===== config.mk =====
export PLATFORM = sky130hd
export DESIGN_NAME = ro_meas_ctrl
export DESIGN_NICKNAME = d
export VERILOG_FILES = /design/src/rtl/ro_pkg.sv /design/src/rtl/ro_edge_counter.sv /design/src/rtl/ro_meas_ctrl.sv
export SDC_FILE = /design/constraint.sdc
export NUM_CORES = 1
export LEC_CHECK = 0
export CAP_MARGIN = 15
export CORE_ASPECT_RATIO = 1.4
export CORE_UTILIZATION = 56
export CTS_CLUSTER_SIZE = 8
export DETAILED_ROUTE_END_ITERATION = 8
export DONT_BUFFER_PORTS = 1
export GPL_TIMING_DRIVEN = 0
export PLACE_DENSITY = 0.73
export SYNTH_ARGS = -nofsm -noshare
export SYNTH_HDL_FRONTEND = slang
export SYNTH_SLANG_ARGS = --single-unit

===== constraint.sdc =====
create_clock -name clk -period 5.8 [get_ports clk]
set_clock_uncertainty 0.15 [all_clocks]
set_input_delay 0.29 -clock clk [delete_from_list [all_inputs] [get_ports clk]]
set_output_delay 0.29 -clock clk [all_outputs]
set_load 0.1 [all_outputs]

===== src/rtl/ro_pkg.sv =====
// Shared types and defaults for the ring-oscillator measurement block.
// FSM state encoding, default parameters and index-width helper.
package ro_pkg;

  typedef enum logic [1:0] {
    S_IDLE,
    S_SETTLE,
    S_COUNT,
    S_HOLD
  } ro_state_e;

  localparam int N_RO_DEF   = 4;
  localparam int CNT_W_DEF  = 16;
  localparam int WIN_W_DEF  = 16;
  localparam int SETTLE_DEF = 8;

  // Width of an index over n items; never below one bit.
  function automatic int idx_w(input int n);
    return (n > 1) ? $clog2(n) : 1;
  endfunction

endpackage


===== src/rtl/ro_edge_counter.sv =====
// Synchronized rising-edge counter for one muxed oscillator channel.
// Saturation and overflow flag are enabled by RO_OVF_SAT_EN.
module ro_edge_counter
  import ro_pkg::*;
#(
  parameter int CNT_W = CNT_W_DEF
) (
  input  logic             clk,
  input  logic             rst,
  input  logic             i_ro,
  input  logic             i_clr,
  input  logic             i_en,
  output logic [CNT_W-1:0] o_cnt_nxt,
  output logic             o_ovf_nxt
);

  // [0],[1] synchronizer, [2] previous value for edge detect
  logic [2:0]       r_sync;
  logic [CNT_W-1:0] r_cnt;
  logic             w_edge;
  logic             w_inc;

  assign w_edge = r_sync[1] & ~r_sync[2];
  assign w_inc  = i_en & w_edge;

  always_ff @(posedge clk or posedge rst) begin
    if (rst) begin
      r_sync <= '0;
    end else begin
      r_sync <= {r_sync[1:0], i_ro};
    end
  end

`ifdef RO_OVF_SAT_EN
  localparam logic [CNT_W-1:0] CNT_MAX = '1;

  logic r_ovf;

  always_comb begin
    o_cnt_nxt = r_cnt;
    o_ovf_nxt = r_ovf;
    if (i_clr) begin
      o_cnt_nxt = '0;
      o_ovf_nxt = 1'b0;
    end else if (w_inc) begin
      if (r_cnt == CNT_MAX) begin
        o_ovf_nxt = 1'b1;
      end else begin
        o_cnt_nxt = r_cnt + CNT_W'(1);
      end
    end
  end

  always_ff @(posedge clk or posedge rst) begin
    if (rst) begin
      r_cnt <= '0;
      r_ovf <= 1'b0;
    end else begin
      r_cnt <= o_cnt_nxt;
      r_ovf <= o_ovf_nxt;
    end
  end
`else
  always_comb begin
    o_cnt_nxt = r_cnt;
    if (i_clr) begin
      o_cnt_nxt = '0;
    end else if (w_inc) begin
      o_cnt_nxt = r_cnt + CNT_W'(1);
    end
  end

  assign o_ovf_nxt = 1'b0;

  always_ff @(posedge clk or posedge rst) begin
    if (rst) begin
      r_cnt <= '0;
    end else begin
      r_cnt <= o_cnt_nxt;
    end
  end
`endif

endmodule


===== src/rtl/ro_meas_ctrl.sv =====
// Ring-oscillator measurement sequencer: settle, count window, hold result.
// Overflow saturation is available when RO_OVF_SAT_EN is defined.
module ro_meas_ctrl
  import ro_pkg::*;
#(
  parameter  int N_RO       = N_RO_DEF,
  parameter  int CNT_W      = CNT_W_DEF,
  parameter  int WIN_W      = WIN_W_DEF,
  parameter  int SETTLE_CYC = SETTLE_DEF,
  localparam int IW         = idx_w(N_RO)
) (
  input  logic             clk,
  input  logic             rst,
  input  logic             start,
  input  logic             scan_all,
  input  logic [IW-1:0]    sel,
  input  logic [WIN_W-1:0] window,
  input  logic [N_RO-1:0]  ro_in,
  output logic [N_RO-1:0]  ro_en,
  output logic             busy,
  output logic [CNT_W-1:0] result,
  output logic [IW-1:0]    result_idx,
  output logic             result_valid,
  input  logic             result_ready,
  output logic             overflow
);

  localparam int SW = idx_w(SETTLE_CYC);

  ro_state_e        r_state;
  ro_state_e        w_nxt;
  logic             r_scan;
  logic [IW-1:0]    r_idx;
  logic [WIN_W-1:0] r_win;
  logic [SW-1:0]    r_scnt;
  logic [WIN_W-1:0] r_wcnt;
  logic [CNT_W-1:0] r_result;
  logic [IW-1:0]    r_res_idx;
  logic             r_ovf;

  logic             w_acc;
  logic             w_set_done;
  logic             w_win_done;
  logic             w_last_idx;
  logic             w_step;
  logic             w_clr;
  logic             w_en;
  logic             w_ro;
  logic [CNT_W-1:0] w_cnt_nxt;
  logic             w_ovf_nxt;

  assign w_acc      = start && (r_state == S_IDLE);
  assign w_set_done = r_scnt == SW'(SETTLE_CYC - 1);
  assign w_win_done = r_wcnt == (r_win - WIN_W'(1));
  assign w_last_idx = r_idx == IW'(N_RO - 1);
  assign w_step     = (r_state == S_HOLD) && result_ready
                      && r_scan && !w_last_idx;
  assign w_ro       = ro_in[r_idx];

  always_ff @(posedge clk or posedge rst) begin
    if (rst) begin
      r_state <= S_IDLE;
    end else begin
      r_state <= w_nxt;
    end
  end

  always_comb begin
    w_nxt = r_state;
    unique case (r_state)
      S_IDLE:   if (start) w_nxt = S_SETTLE;
      S_SETTLE: if (w_set_done) w_nxt = S_COUNT;
      S_COUNT:  if (w_win_done) w_nxt = S_HOLD;
      S_HOLD: begin
        if (result_ready) begin
          w_nxt = (r_scan && !w_last_idx) ? S_SETTLE : S_IDLE;
        end
      end
      default:  w_nxt = S_IDLE;
    endcase
  end

  always_comb begin
    ro_en        = '0;
    busy         = r_state != S_IDLE;
    result_valid = r_state == S_HOLD;
    w_clr        = r_state == S_SETTLE;
    w_en         = r_state == S_COUNT;
    if ((r_state == S_SETTLE) || (r_state == S_COUNT)) begin
      ro_en[r_idx] = 1'b1;
    end
  end

  always_ff @(posedge clk or posedge rst) begin
    if (rst) begin
      r_scan    <= 1'b0;
      r_idx     <= '0;
      r_win     <= '0;
      r_scnt    <= '0;
      r_wcnt    <= '0;
      r_result  <= '0;
      r_res_idx <= '0;
      r_ovf     <= 1'b0;
    end else begin
      r_scnt <= (r_state == S_SETTLE) ? r_scnt + SW'(1) : '0;
      r_wcnt <= (r_state == S_COUNT) ? r_wcnt + WIN_W'(1) : '0;
      if (w_acc) begin
        r_scan <= scan_all;
        r_idx  <= scan_all ? '0 : sel;
        r_win  <= (window == '0) ? WIN_W'(1) : window;
      end
      if (w_step) begin
        r_idx <= r_idx + IW'(1);
      end
      // Capture the counter's next value so the final window cycle counts.
      if ((r_state == S_COUNT) && w_win_done) begin
        r_result  <= w_cnt_nxt;
        r_res_idx <= r_idx;
        r_ovf     <= w_ovf_nxt;
      end
    end
  end

  ro_edge_counter #(
    .CNT_W(CNT_W)
  ) u_cnt (
    .clk      (clk),
    .rst      (rst),
    .i_ro     (w_ro),
    .i_clr    (w_clr),
    .i_en     (w_en),
    .o_cnt_nxt(w_cnt_nxt),
    .o_ovf_nxt(w_ovf_nxt)
  );

  assign result     = r_result;
  assign result_idx = r_res_idx;
  assign overflow   = r_ovf;

endmodule


Word level (Yosys, flattened, before mapping)
Index checks and enable logic that the tools add are counted.

storage, ports and cells
  logic and storage cells = 63
  output and inout port bits = 25
  bits of input ports = 27
  register bits after elaboration = 77

operators by class
  reduce and logical (&&, ||, !) cells = 14
  muxes and demuxes = 19
  equal/unequal tests = 10
  bitwise gates (word level) = 3
  magnitude comparators = 2
  $add $sub $neg = 5

operators by type and width
  cell                                                                                  number
  16-bit 2-to-1 mux                                                                     4
  16-bit by 1-bit adder with 16-bit output (second input constant)                      2
  16-bit == test                                                                        1
  16-bit logical NOT                                                                    1
  16-bit by 1-bit subtractor with 16-bit output (second input constant)                 1
  2-bit 2-to-1 mux                                                                      7
  2-bit one-hot mux with 4 select lines                                                 1
  1-bit logical AND                                                                     7
  2-bit == test (second input constant)                                                 3
  2-bit inequality test (second input constant)                                         3
  4-bit 2-to-1 mux                                                                      1
  4-bit AND reduction                                                                   1
  2-bit nonzero test                                                                    2
  3-bit by 1-bit adder with 3-bit output (second input constant)                        1
  3-bit == test (second input constant)                                                 1
  2-bit by 3-bit < comparator with 1-bit output (second input constant)                 1
  1-bit 2-to-1 mux                                                                      3
  3-bit 2-to-1 mux                                                                      1
  2-bit by 1-bit adder with 2-bit output (second input constant)                        1
  1-bit bitwise AND                                                                     2
  1-bit binary-select mux with 2-bit select                                             1
  1-bit demux with 2-bit select                                                         1
  2-bit by 1-bit == test with 1-bit output (second input constant)                      1
  2-bit by 1-bit greater-or-equal comparator with 1-bit output (second input constant)  1
  other kinds (5)                                                                       5

Longest topological paths before layout
Gate-level depths: netlist (run 1).

  depth after elaboration = 6
  depth in mapped cells = 12

Modules after synthesis
Synthesis (run 1) repeated with hierarchy kept, for this count alone.

second synthesis, totals
  cells, all modules = 400
  area, all modules = 4,321.6 sq um

modules (own cells, without submodules)
  module           sequential area each (sq um)  cells each  area an instance (sq um)  instances
  ro_meas_ctrl     1,476.4                       309         3,384.5                   1
  ro_edge_counter  475.5                         91          937.1                     1

Worst setup path before layout (run 1)
OpenSTA, ideal clock, no wires.

  path type = register to register
  from = register r_win[0]
  to = register r_result[0], in the netlist result[0]
  path slack = 2,809 ps
  arrival = 2,715 ps
  period minus slack after synthesis = 2,991 ps
  stages on the path, launching flop included = 13
  path buffers = 2
  cells stage by stage = dfrtp_1 -> inv_1 -> ha_1 -> buf_2 -> or3b_2 -> nor4b_2 -> o2111ai_1 -> a41oi_1 -> o2111ai_1 -> nor2_2 -> nand2_4 -> buf_8 -> mux2_4

between the ends
  cells in the longest elaborated chain, start to end = 3

RTL lines
  what                                           line                 source
  start: declaration                             ro_meas_ctrl.sv:34   logic [WIN_W-1:0] r_win;
  start signal: assignment                       ro_meas_ctrl.sv:110  r_win <= (window == '0) ? WIN_W'(1) : window;
  16-bit by 1-bit subtractor with 16-bit output  ro_meas_ctrl.sv:54   assign w_win_done = r_wcnt == (r_win - WIN_W'(1));
  16-bit == test                                 ro_meas_ctrl.sv:54
  1-bit logical AND                              ro_meas_ctrl.sv:116  if ((r_state == S_COUNT) && w_win_done) begin
  end signal: assignment                         ro_meas_ctrl.sv:117  r_result <= w_cnt_nxt;
  end: declaration                               ro_meas_ctrl.sv:37   logic [CNT_W-1:0] r_result;

No other way between the ends.
A chain may end at the register's enable or synchronous reset.

Worst setup path in the final report (run 1)
  from = register r_win[0]
  to = register r_result[8], in the netlist result[8]

Same word-level chain as after synthesis.

==> results of run 1 <==
[worst register-to-register path, stage by stage (launching register included)]
cell and delay [ns]:
dfrtp_1 0.43, inv_1 0.10, ha_1 0.14, buf_2 0.20, or3b_2 0.48, nor4b_2 0.39, o2111ai_1 0.20, a41oi_1 0.19
o2111ai_1 0.21, nor2_2 0.18, nand2_4 0.13, buf_8 0.18, mux2_4 0.30
[final timing paths]
check	end	slack [ns]	cells past startpoint
max in group asynchronous	r_idx[1]	4.65	3
min in group asynchronous	r_wcnt[4]	0.28	2
max reg2reg	result[8]	2.40	12
min reg2reg	u_cnt.r_sync[1]	0.20	0
max	result[8]	2.40	12
min	u_cnt.r_sync[0]	0.03	1
[repair_timing]
item                      in CTS  in global routing
gates resized for setup        0                  0
hold buffers                  18                  0
hold endpoints to repair      49                  0
[layer usage]
metal	GRT usage	share of wire	routed length [µm]
met1	0.2712	0.40	3333
met2	0.3915	0.53	4403
met3	0.04651	0.028	233
met4	0.1480	0.036	299
met5	0	0	0
[power breakdown]
group	internal (W)	total [W]	switching (W)
clock	0.000188	0.000372	0.000184
combinational	0.000282	0.000739	0.000457
sequential	0.000637	0.000773	0.000136
total	0.00111	0.00188	0.000777
[sequential cells by signal, summed over array words and instances (netlist names)]
register / cells
r_idx: 2
u_cnt.r_cnt: 16
result: 16
r_win: 16
r_state: 2
u_cnt.r_sync: 3
r_scnt: 3
r_scan: 1
result_idx: 2
r_wcnt: 16
[per-stage QoR]
stage          worst slack, ns  hold slack, ns
6_report                 2.405         0.02676
5_1_grt                  2.228         0.01444
3_3_place_gp             2.541          0.1841
4_1_cts                  2.452         0.01329
2_1_floorplan            2.809          0.1812
3_5_place_dp             2.490         0.05500
[cells by family after synthesis]
family | count (synthesis)
xor gates and xnor gates | 41
other | 1
adders and majority gates | 14
muxes | 39
buffers and inverters | 30
DFF | 77
AOI/OAI and AO/OA | 37
and+or+nand+nor | 139
[placed cells by master, fill, tap and decap left out, drive strengths merged, types with 2 or more instances in the layout]
cell type | Yosys | layout
a21oi | 9 | 9
a221oi | 2 | 2
a41oi | 2 | 2
and2 | 19 | 19
and3 | 5 | 5
buf | 8 | 9
clkbuf | 9 | 23
dfrtp | 77 | 77
dlygate4sd3 | 0 | 18
ha | 14 | 14
inv | 13 | 13
mux2 | 35 | 35
mux2i | 3 | 3
nand2 | 20 | 20
nand2b | 2 | 2
nand3 | 20 | 20
nand3b | 4 | 4
nand4 | 3 | 3
nor2 | 27 | 27
nor2b | 4 | 4
nor3 | 7 | 7
nor3b | 3 | 3
nor4 | 7 | 7
nor4b | 2 | 2
o2111ai | 2 | 2
o211ai | 3 | 3
o21ai | 7 | 7
o22ai | 2 | 2
or3 | 7 | 7
or4 | 4 | 4
xnor2 | 27 | 27
xor2 | 14 | 14
[final cells by class]
type / count / share of cell area
clock buffers: 14 / 0.03733
plain buffers: 17 / 0.02137
inverters: 13 / 0.01109
well taps: 95 / 0.02570
clock inverters: 1 / 0.001082
repair buffers: 19 / 0.04490
flip-flops and latches: 77 / 0.4166
multi-input cells: 271 / 0.4420
==> key figures, run 1 <==
Final layout
  • # diodes: 0
  • Fraction of layout cells with a size suffix above 1: 0.1578
  • Area growth, synth to finish: 12.30%
  • Area of the multi-input gates: just over 2000 µm²
  • Nets: roughly 450
  • Util after Layout: 0.6583
  • Filler instances: between 500 and 600
  • Finished Layout Cells: around 510
  • Post-Layout Inst Area: roughly 4600 µm²
  • FF+latch area: 1927 µm²

GRT
  • Largest net degree at the start of global routing: 47
  • First-pass GRT wire length: between 10 and 15 mm
  • Antenna violations before repair: 0
  • GRT overflow: 0
  • Aggregate global-route resource usage: 0.2338
  • Vias in the first global route: 2,941

Floorplan
  • Die width: 74.48 µm
  • Core region area: ~7000 µm²
  • Num rows: 36
  • Die footprint: about 7700 µm²
  • Chip Height: between 100 and 150 µm
  • IO Pins: 52
  • Initial Util: 0.5862

Clocking
  • Postcts setup bufs: 0
  • Clock Root Buffer: clkbuf_8
  • Reg clk slew, reported paths: about 0.070 ns
  • Cts bufs inserted: 9
  • H-tree depth: 3
  • CTS tree: built
  • Clock sink count: between 70 and 80
  • CTS max path bufs: 2
  • Latest clock arrival within the worst-skew pair: around 0.35 ns

STA
  • RSZ-0062 raised after global routing: false
  • Slew margin rel.: 0.3133
  • Peak Freq: roughly 0.29 GHz
  • Slew Limit Fails: 0
  • Endpoints failing setup: 0
  • Tmin final: approximately 3.4 ns
  • Final hold viol count: 0
  • Tcrit/Tclk final: 0.5854
  • Setup_tns: 0 ns
  • Slew @ Worst Pin: between 1 and 1.5 ns

Critical path
  • CP bufs+invs: 3
  • Critical path data required time: 5.88 ns
  • CP Capture Type: flip-flop
  • Launch point of the worst path: r_win[0]
  • Critical Path AT: roughly 3.5 ns
  • Worst r2r src: r_win[0]
  • Delay-heaviest family, CP: simple AND/OR/NAND/NOR gates
  • Most used cell, CP: o2111ai_1
  • Max incr delay on CP: around 0.48 ns
  • CP cell instances: inv_1 > ha_1 > buf_2 > or3b_2 > nor4b_2 > o2111ai_1 > a41oi_1 > o2111ai_1 > nor2_2 > nand2_4 > buf_8 > mux2_4
  • CP max FO: 10
  • Worst setup path class: reg2reg
  • Slowest stage cell, crit path: or3b_2
  • CP Launch Type: flip-flop

Yosys
  • Asr flop ratio synth: 1.000
  • Cell Area, Synth: ~4100 µm²
  • Top_reg_cell synth: dfrtp_1
  • Synth Area in Compound Gates: 0.06075
  • Simple logic cell fraction of the synthesized area: 0.1874
  • Most frequent cell after synthesis: dfrtp_1
  • Largest family of logic cells by synthesized area: simple AND/OR/NAND/NOR gates
  • Commonest cells in the netlist: dfrtp_1 (77), xnor2_1 (27), nor2_1 (26)
  • Seq/Total Area, Yosys: 0.4678
  • Synth area leaders: dfrtp_1 (47%), mux2_2 (6.8%), xnor2_1 (5.7%)
  • Post-synthesis net count: approximately 420
  • Synthesis-stage register bit count: 77
  • Post-synthesis cell count: 378
  • Post-synth EDFFs: 0
  • Synth area leader: dfrtp_1
  • Mux share of post-synthesis cell area: 0.1176
  • Post-Synth XOR/XNOR Area: 0.08718
  • Post-synthesis adder-cell area fraction: 0.04253
  • Yosys cell types: 58
  • Synth Area per Inst: approximately 11 µm²
  • Yosys warns: 0
  • Area share of the largest cell type after synthesis: 0.4678

Power
  • Leak: roughly 2.1 nW
  • Worst VDD drop: around 260 µV
  • P per Cell Area: between 400 and 500 nW/µm²
  • Tot Pwr: 0.001884 W

Detailed routing
  • Drt total wl: between 8 and 9 mm
  • Initial DRC count: around 160
  • DRC viols: 0
  • Via count: roughly 2,900
  • Vias per cell: 5.722
  • ANT nets after route: 0
  • Wirelength per Cell: 16.31 µm
  • Pre-antenna DRT Iters: 4

Status
  • Status: complete, no violations

Place
  • Dpl cells: approximately 470
  • PortBufs: 0
  • GP Congestion: between 0.8 and 0.9
  • Hpwl dp: about 5.7 mm
  • DP Area: around 4300 µm²

Flow run
  • Total of max-cap violations: 0

Hold path
  • Worst hold path class: in2reg
  • HP Start: ro_in[0]
Note: power is estimated with default switching activity, not from simulation.
==> run 2, diff against run 1 <==
--- a/config.mk
+++ b/config.mk
@@ -5,6 +5,7 @@
 export SDC_FILE = /design/constraint.sdc
 export NUM_CORES = 1
 export LEC_CHECK = 0
+export ABC_AREA = 1
 export CAP_MARGIN = 15
 export CORE_ASPECT_RATIO = 1.4
 export CORE_UTILIZATION = 56
==> constraint.sdc (replaced) <==
create_clock -name clk -period 3.4 [get_ports clk]
set_clock_uncertainty 0.15 [all_clocks]
set_input_delay 0.17 -clock clk [delete_from_list [all_inputs] [get_ports clk]]
set_output_delay 0.17 -clock clk [all_outputs]
set_load 0.1 [all_outputs]
==> key figures, run 2 <==
STA
  • Final WS setup: 0.2851 ns (-2.120 ns)
  • Slew margin rel.: 0.3798 (+0.06644)
  • Tcrit/Tclk final: 0.9161 (+0.3308)
  • Slew Limit Fails: 0 (unchanged)
  • Setup_tns: 0 ns (unchanged)
  • RSZ-0062 raised after global routing: false
  • Slew @ Worst Pin: 0.9303 ns (-0.09966 ns)
  • Final hold viol count: 0 (unchanged)
  • Peak Freq: 0.3210 GHz (+9.0%)
  • Tmin final: 3.115 ns (-0.2801 ns)
  • Endpoints failing setup: 0 (unchanged)

Final layout
  • Nets: 627 (+40%)
  • Area of the multi-input gates: 2058 µm² (+0.67%)
  • Most common cell after layout, fill and taps aside: nand2_1
  • Fraction of layout cells with a size suffix above 1: 0.1034 (-0.05438)
  • Area growth, synth to finish: 14.70%
  • Post-Layout Inst Area: 4910 µm² (+6.1%)
  • Most frequent cells in the layout: nand2_1 (149), dfrtp_1 (77), nor2_1 (62), inv_1 (55), nand3_1 (37)
  • FF+latch area: 1927 µm² (unchanged)
  • # diodes: 0 (unchanged)
  • Filler instances: 589 (+4.4%)

GRT
  • Vias in the first global route: 3,577 (+22%)
  • Aggregate global-route resource usage: 0.2622 (+0.02843)
  • Antenna violations before repair: 0 (unchanged)
  • GR Util met1: 0.2753 (+0.004099)
  • GRT overflow: 0 (unchanged)
  • GR met2 Demand/Resource: 0.4703 (+0.07875)
  • Met3 usage in global routing: 0.03250 (-0.01401)
  • Largest net degree at the start of global routing: 60 (+28%)
  • First-pass GRT wire length: 15.55 mm (+17%)
  • Most Used Layer, Global Route: met2

Detailed routing
  • Pre-antenna DRT Iters: 5 (+1)
  • ANT nets after route: 0 (unchanged)
  • Vias per cell: 5.255 (-8.2%)
  • Via count: 3,610 (+24%)
  • Initial DRC count: 236 (+51%)
  • Wirelength per Cell: 13.69 µm (-16%)
  • DRC viols: 0 (unchanged)
  • Drt total wl: 9.407 mm (+14%)

Floorplan
  • IO Pins: 52 (unchanged)
  • Initial Util: 0.5815 (-0.004676)
  • Core region area: 7361 µm² (+4.8%)
  • Num rows: 37 (+2.8%)
  • Chip Height: 105.4 µm (+1.9%)
  • Die width: 75.89 µm (+1.9%)
  • Die footprint: 8002 µm² (+3.8%)

Yosys
  • Post-synthesis cell count: 548 (+45%)
  • Synthesis-stage register bit count: 77 (unchanged)
  • Cell Area, Synth: 4280 µm² (+3.9%)
  • Post-synthesis net count: 589 (+41%)
  • Top_reg_cell synth: dfrtp_1
  • Post-synth EDFFs: 0 (unchanged)
  • Synth Area per Inst: 7.811 µm² (-28%)
  • Area share of the largest cell type after synthesis: 0.4502 (-0.01764)
  • Asr flop ratio synth: 1.000 (unchanged)
  • Commonest cells in the netlist: nand2_1 (149), dfrtp_1 (77), nor2_1 (62)
  • Seq/Total Area, Yosys: 0.4502 (-0.01764)
  • Synth area leaders: dfrtp_1 (45%), nand2_1 (13%), nor2_1 (5.4%)
  • Yosys warns: 0 (unchanged)
  • Synth area leader: dfrtp_1
  • Yosys cell types: 38 (-34%)
  • Most frequent cell after synthesis: nand2_1

Clocking
  • Clock Root Buffer: clkbuf_8
  • Cts bufs inserted: 9 (unchanged)
  • CTS max path bufs: 2 (unchanged)
  • Latest clock arrival within the worst-skew pair: 0.36 ns (about the same)
  • Clock sink count: 77 (unchanged)
  • Reg clk slew, reported paths: 0.08 ns (about the same)
  • H-tree depth: 3 (unchanged)
  • CTS tree: built

Critical path
  • CP Launch Type: flip-flop
  • Max incr delay on CP: 0.57 ns (+0.09 ns)
  • Delay-heaviest family, CP: buffers and inverters
  • CP cell instances: ha_2 > inv_1 > nor3_1 > nand2_1 > nand2_1 > dlygate4sd3_1 > o21ai_0 > dlygate4sd3_1 > inv_1
  • Worst setup path class: reg2reg
  • Critical path data required time: 3.56 ns (-2.32 ns)
  • CP Capture Type: flip-flop
  • Critical Path AT: 3.28 ns (-0.19 ns)
  • CP max FO: 5 (-5)
  • Slowest stage cell, crit path: ha_2
  • CP bufs+invs: 4 (+1)

Place
  • GP Congestion: 0.9084 (+10%)
  • DP Area: 4432 µm² (+3.8%)
  • DP Worst Slack: 0.8951 ns (-1.595 ns)
  • Hpwl dp: 6.780 mm (+20%)
  • PortBufs: 0 (unchanged)

Power
  • Leak: 2.363 nW (+14%)
  • P per Cell Area: 724.5 nW/µm² (+78%)
  • Worst VDD drop: 430.9 µV (+64%)

Flow run
  • Total of max-cap violations: 0 (unchanged)

Hold path
  • Worst hold path class: in2reg

Status
  • Status: complete, no violations
[run 2: cell types whose count changed after synthesis, sizes merged, moves of 19 or more]
cell / change
nand2: +145
inv: +47
and2: -19
mux2: -35
o21ai: +25
nor2: +51
[run 2: path summary, 6_finish.rpt]
kind,startpoint,end,slack (ns),cells after the start
worst max-delay path,r_state[0],r_idx[0],0.29,9
worst min-delay path,start,r_state[0],0.06,4
worst max register to register,r_state[0],r_idx[0],0.29,9
worst min register to register,u_cnt.r_sync[0],u_cnt.r_sync[1],0.20,0
max in group asynchronous,rst,r_win[13],2.46,3
min in group asynchronous,rst,result[0],0.08,2
[run 2: timing repair]
action,4_1_cts,5_1_grt
hold endpoints to repair,97,0
buffers inserted,0,0
hold buffers,26,0
gates resized for setup,0,3
setup endpoints to repair,0,1
[run 2: routing by layer]
layer,vias to the layer above,wire (µm)
met3,29,257
li1,1822,-
met2,75,5166
met5,-,0
met1,1684,3666
met4,0,316
[run 2: kinds of logic after synthesis]
kind of cell | Yosys count | share of synthesized area
adder cells (fa/ha/maj) | 14 | 0.04092
other | 1 | 0.0008761
XOR/XNOR | 18 | 0.03683
flip-flops | 77 | 0.4502
AND/OR/NAND/NOR | 306 | 0.3280
AO/OA/AOI/OAI | 60 | 0.07366
buffers and inverters | 72 | 0.06957
[run 2: worst min-delay path, cell delays in order]
cell,delay [ns]
o22ai_1,0.15
nor2_1,0.10
nand3_1,0.08
nand2_1,0.05
[run 2: metrics by stage]
step / total power [W] / utilization / std cells / hold WS [ns]
floorplan: 0.002448 / - / 548 / 0.1296
global placement: 0.002679 / 0.5980 / 645 / 0.1329
detailed placement: 0.002727 / 0.6021 / 646 / -0.1437
CTS: 0.003565 / 0.6665 / 687 / 0.04874
global route: 0.003806 / 0.6670 / 687 / 0.1069
finish: 0.003557 / 0.6670 / 687 / 0.06353
[run 2: area by class of cell]
cell class                      instances  area share
Buffer                                 11     0.01325
Inverter                               61     0.04817
Tap cell                               97     0.02472
Multi-Input combinational cell        399      0.4192
Clock buffer                           11     0.02880
Timing Repair Buffer                   27     0.05861
Sequential cell                        77      0.3925
Clock inverter                          4     0.01478
[run 2: power by group]
part | switching (W) | internal (W) | total (W)
Combinational | 0.00106 | 0.000469 | 0.00153
Sequential | 0.000176 | 0.00108 | 0.00126
Clock | 0.000342 | 0.000428 | 0.000770
Total | 0.00158 | 0.00198 | 0.00356
==> run 3, diff against run 2 <==
--- a/config.mk
+++ b/config.mk
@@ -5,7 +5,6 @@
 export SDC_FILE = /design/constraint.sdc
 export NUM_CORES = 1
 export LEC_CHECK = 0
-export ABC_AREA = 1
 export CAP_MARGIN = 15
 export CORE_ASPECT_RATIO = 1.4
 export CORE_UTILIZATION = 56
==> key figures, run 3 (synthesis results as in run 1) <==
Status
  • Status: complete, no violations

Critical path
  • Critical Path AT: 3.31 ns (+0.03 ns)
  • Worst Reg2Reg Path Length in Cells: 12 (+3)
  • Setup slack, reg-to-reg: 0.17 ns (-0.12 ns)
  • CP max FO: 10 (+5)
  • Critical path data required time: 3.48 ns (-0.08 ns)
  • CP Launch Type: flip-flop
  • Worst setup path class: reg2reg
  • Worst r2r src: r_win[0]
  • CP Capture Type: flip-flop
  • Worst r2r dst: result[11]

STA
  • Slew Limit Fails: 0 (unchanged)
  • Setup_tns: 0 ns (unchanged)
  • Tmin final: 3.231 ns (+0.1158 ns)
  • Slew @ Worst Pin: 1.032 ns (+0.1021 ns)
  • Final hold viol count: 0 (unchanged)
  • Slew margin rel.: 0.3117 (-0.06805)
  • Tcrit/Tclk final: 0.9502 (+0.03405)
  • Peak Freq: 0.3095 GHz (-3.6%)
  • Endpoints failing setup: 0 (unchanged)
  • Hold slack: 0.03160 ns (-0.03193 ns)
  • RSZ-0062 raised after global routing: false

Place
  • PortBufs: 0 (unchanged)
  • GP Congestion: 0.8236 (-9.3%)
  • Hpwl dp: 5.674 mm (-16%)

Final layout
  • # diodes: 0 (unchanged)
  • Most common cell after layout, fill and taps aside: dfrtp_1
  • Filler instances: 551 (-6.5%)
  • Nets: 456 (-27%)
  • Most frequent cells in the layout: dfrtp_1 (77), xnor2_1 (27), nor2_1 (26), mux2_2 (25), dlygate4sd3_1 (23)
  • Fraction of layout cells with a size suffix above 1: 0.1671 (+0.06367)
  • Area growth, synth to finish: 14.64% (about the same)

Clocking
  • CTS max path bufs: 2 (unchanged)
  • H-tree depth: 3 (unchanged)
  • Cts bufs inserted: 9 (unchanged)
  • CTS tree: built
  • Latest clock arrival within the worst-skew pair: 0.35 ns (about the same)
  • Reg clk slew, reported paths: 0.07 ns (about the same)
  • Clock sink count: 77 (unchanged)
  • Clock Root Buffer: clkbuf_8

GRT
  • Largest net degree at the start of global routing: 47 (-22%)
  • GR Util met1: 0.2718 (-0.003458)
  • Vias in the first global route: 2,982 (-17%)
  • GRT overflow: 0 (unchanged)
  • Aggregate global-route resource usage: 0.2369 (-0.02535)
  • GR met2 Demand/Resource: 0.3971 (-0.07320)
  • First-pass GRT wire length: 13.44 mm (-14%)
  • Antenna violations before repair: 0 (unchanged)
  • Most Used Layer, Global Route: met2
  • Met3 usage in global routing: 0.04264 (+0.01013)

Detailed routing
  • Wirelength per Cell: 16.67 µm (+22%)
  • Vias per cell: 5.768 (+9.8%)
  • Initial DRC count: 139 (-41%)
  • Pre-antenna DRT Iters: 4 (-1)
  • Drt total wl: 8.568 mm (-8.9%)
  • DRC viols: 0 (unchanged)
  • ANT nets after route: 0 (unchanged)
  • Via count: 2,965 (-18%)

Floorplan
  • IO Pins: 52 (unchanged)
  • Num rows: 36 (-2.7%)
  • Initial Util: 0.5862 (+0.004676)
  • Core region area: 7027 µm² (-4.5%)
  • Die width: 74.48 µm (-1.9%)
  • Die footprint: 7707 µm² (-3.7%)
  • Chip Height: 103.5 µm (-1.9%)

Hold path
  • Hold path cells: 3 (-1)
  • Min-Delay Endpoint: r_idx[1]
  • Worst hold path class: in2reg
  • HP Start: sel[1]

Power
  • Leak: 2.110 nW (-11%)
  • P per Cell Area: 697.0 nW/µm² (-3.8%)
  • Worst VDD drop: 452.4 µV (+5.0%)

Flow run
  • Total of max-cap violations: 0 (unchanged)
-- run 3: worst max-delay path by stage --
stage | start | end | slack [ns] | cells past startpoint
2_1_floorplan | r_win[0] | result[0] | 0.41 | 12
3_3_place_gp | r_win[0] | result[4] | 0.14 | 12
3_5_place_dp | r_win[0] | result[0] | 0.09 | 12
4_1_cts | r_win[0] | result[8] | 0.05 | 12
5_1_grt | r_win[1] | result_idx[1] | 0.02 | 12
6_report | r_win[0] | result[11] | 0.17 | 12
-- run 3: area by class of cell --
cell class                 instances  area, µm²  area share
sequential                        77       1927      0.4081
tap                               95      118.9     0.02517
clock inverter                     1      5.005    0.001060
clock buffer                      14      172.7     0.03657
timing repair buffer              26      272.8     0.05776
buffer                            17      101.3     0.02146
multi-input combinational        271       2073      0.4391
inverter                          13      51.30     0.01086
-- run 3: metrics by stage --
step	setup WS (ns)	total power, W	util	area [µm²]	std cells
2_1_floorplan	0.4093	0.002325	-	4119	378
3_3_place_gp	0.1412	0.002528	0.6031	4238	473
3_5_place_dp	0.08971	0.002573	0.6074	4268	474
4_1_cts	0.05178	0.003256	0.6654	4676	512
5_1_grt	0.02330	0.003487	0.6720	4722	514
6_report	0.1693	0.003291	0.6720	4722	514
-- run 3: report_power, final --
part,switching [W],internal [W]
Clock,0.000317,0.000321
Combinational,0.000811,0.000520
Sequential,0.000236,0.00109
-- run 3: worst max-delay path, cell delays in order (launching register included) --
cell and delay, ns:
dfrtp_1 0.40, inv_1 0.09, ha_1 0.14, clkbuf_4 0.19
or3b_2 0.50, nor4b_4 0.38, nand3b_1 0.18, a41oi_2 0.14
o2111ai_2 0.27, nor2_2 0.09, nand2_4 0.08, buf_4 0.17
mux2_2 0.35
-- run 3: metal layers --
metal  share of wire  up-vias
li1                -     1391
met4           0.041        0
met2            0.53       75
met1            0.40     1467
met5               0        -
met3           0.031       32
-- run 3: what timing repair did --
item / CTS / global route
resized for setup: 0 / 6
hold endpoints to repair: 98 / 0
endpoints found under the setup margin: 0 / 12
hold buffers: 23 / 0
buffers inserted: 0 / 2
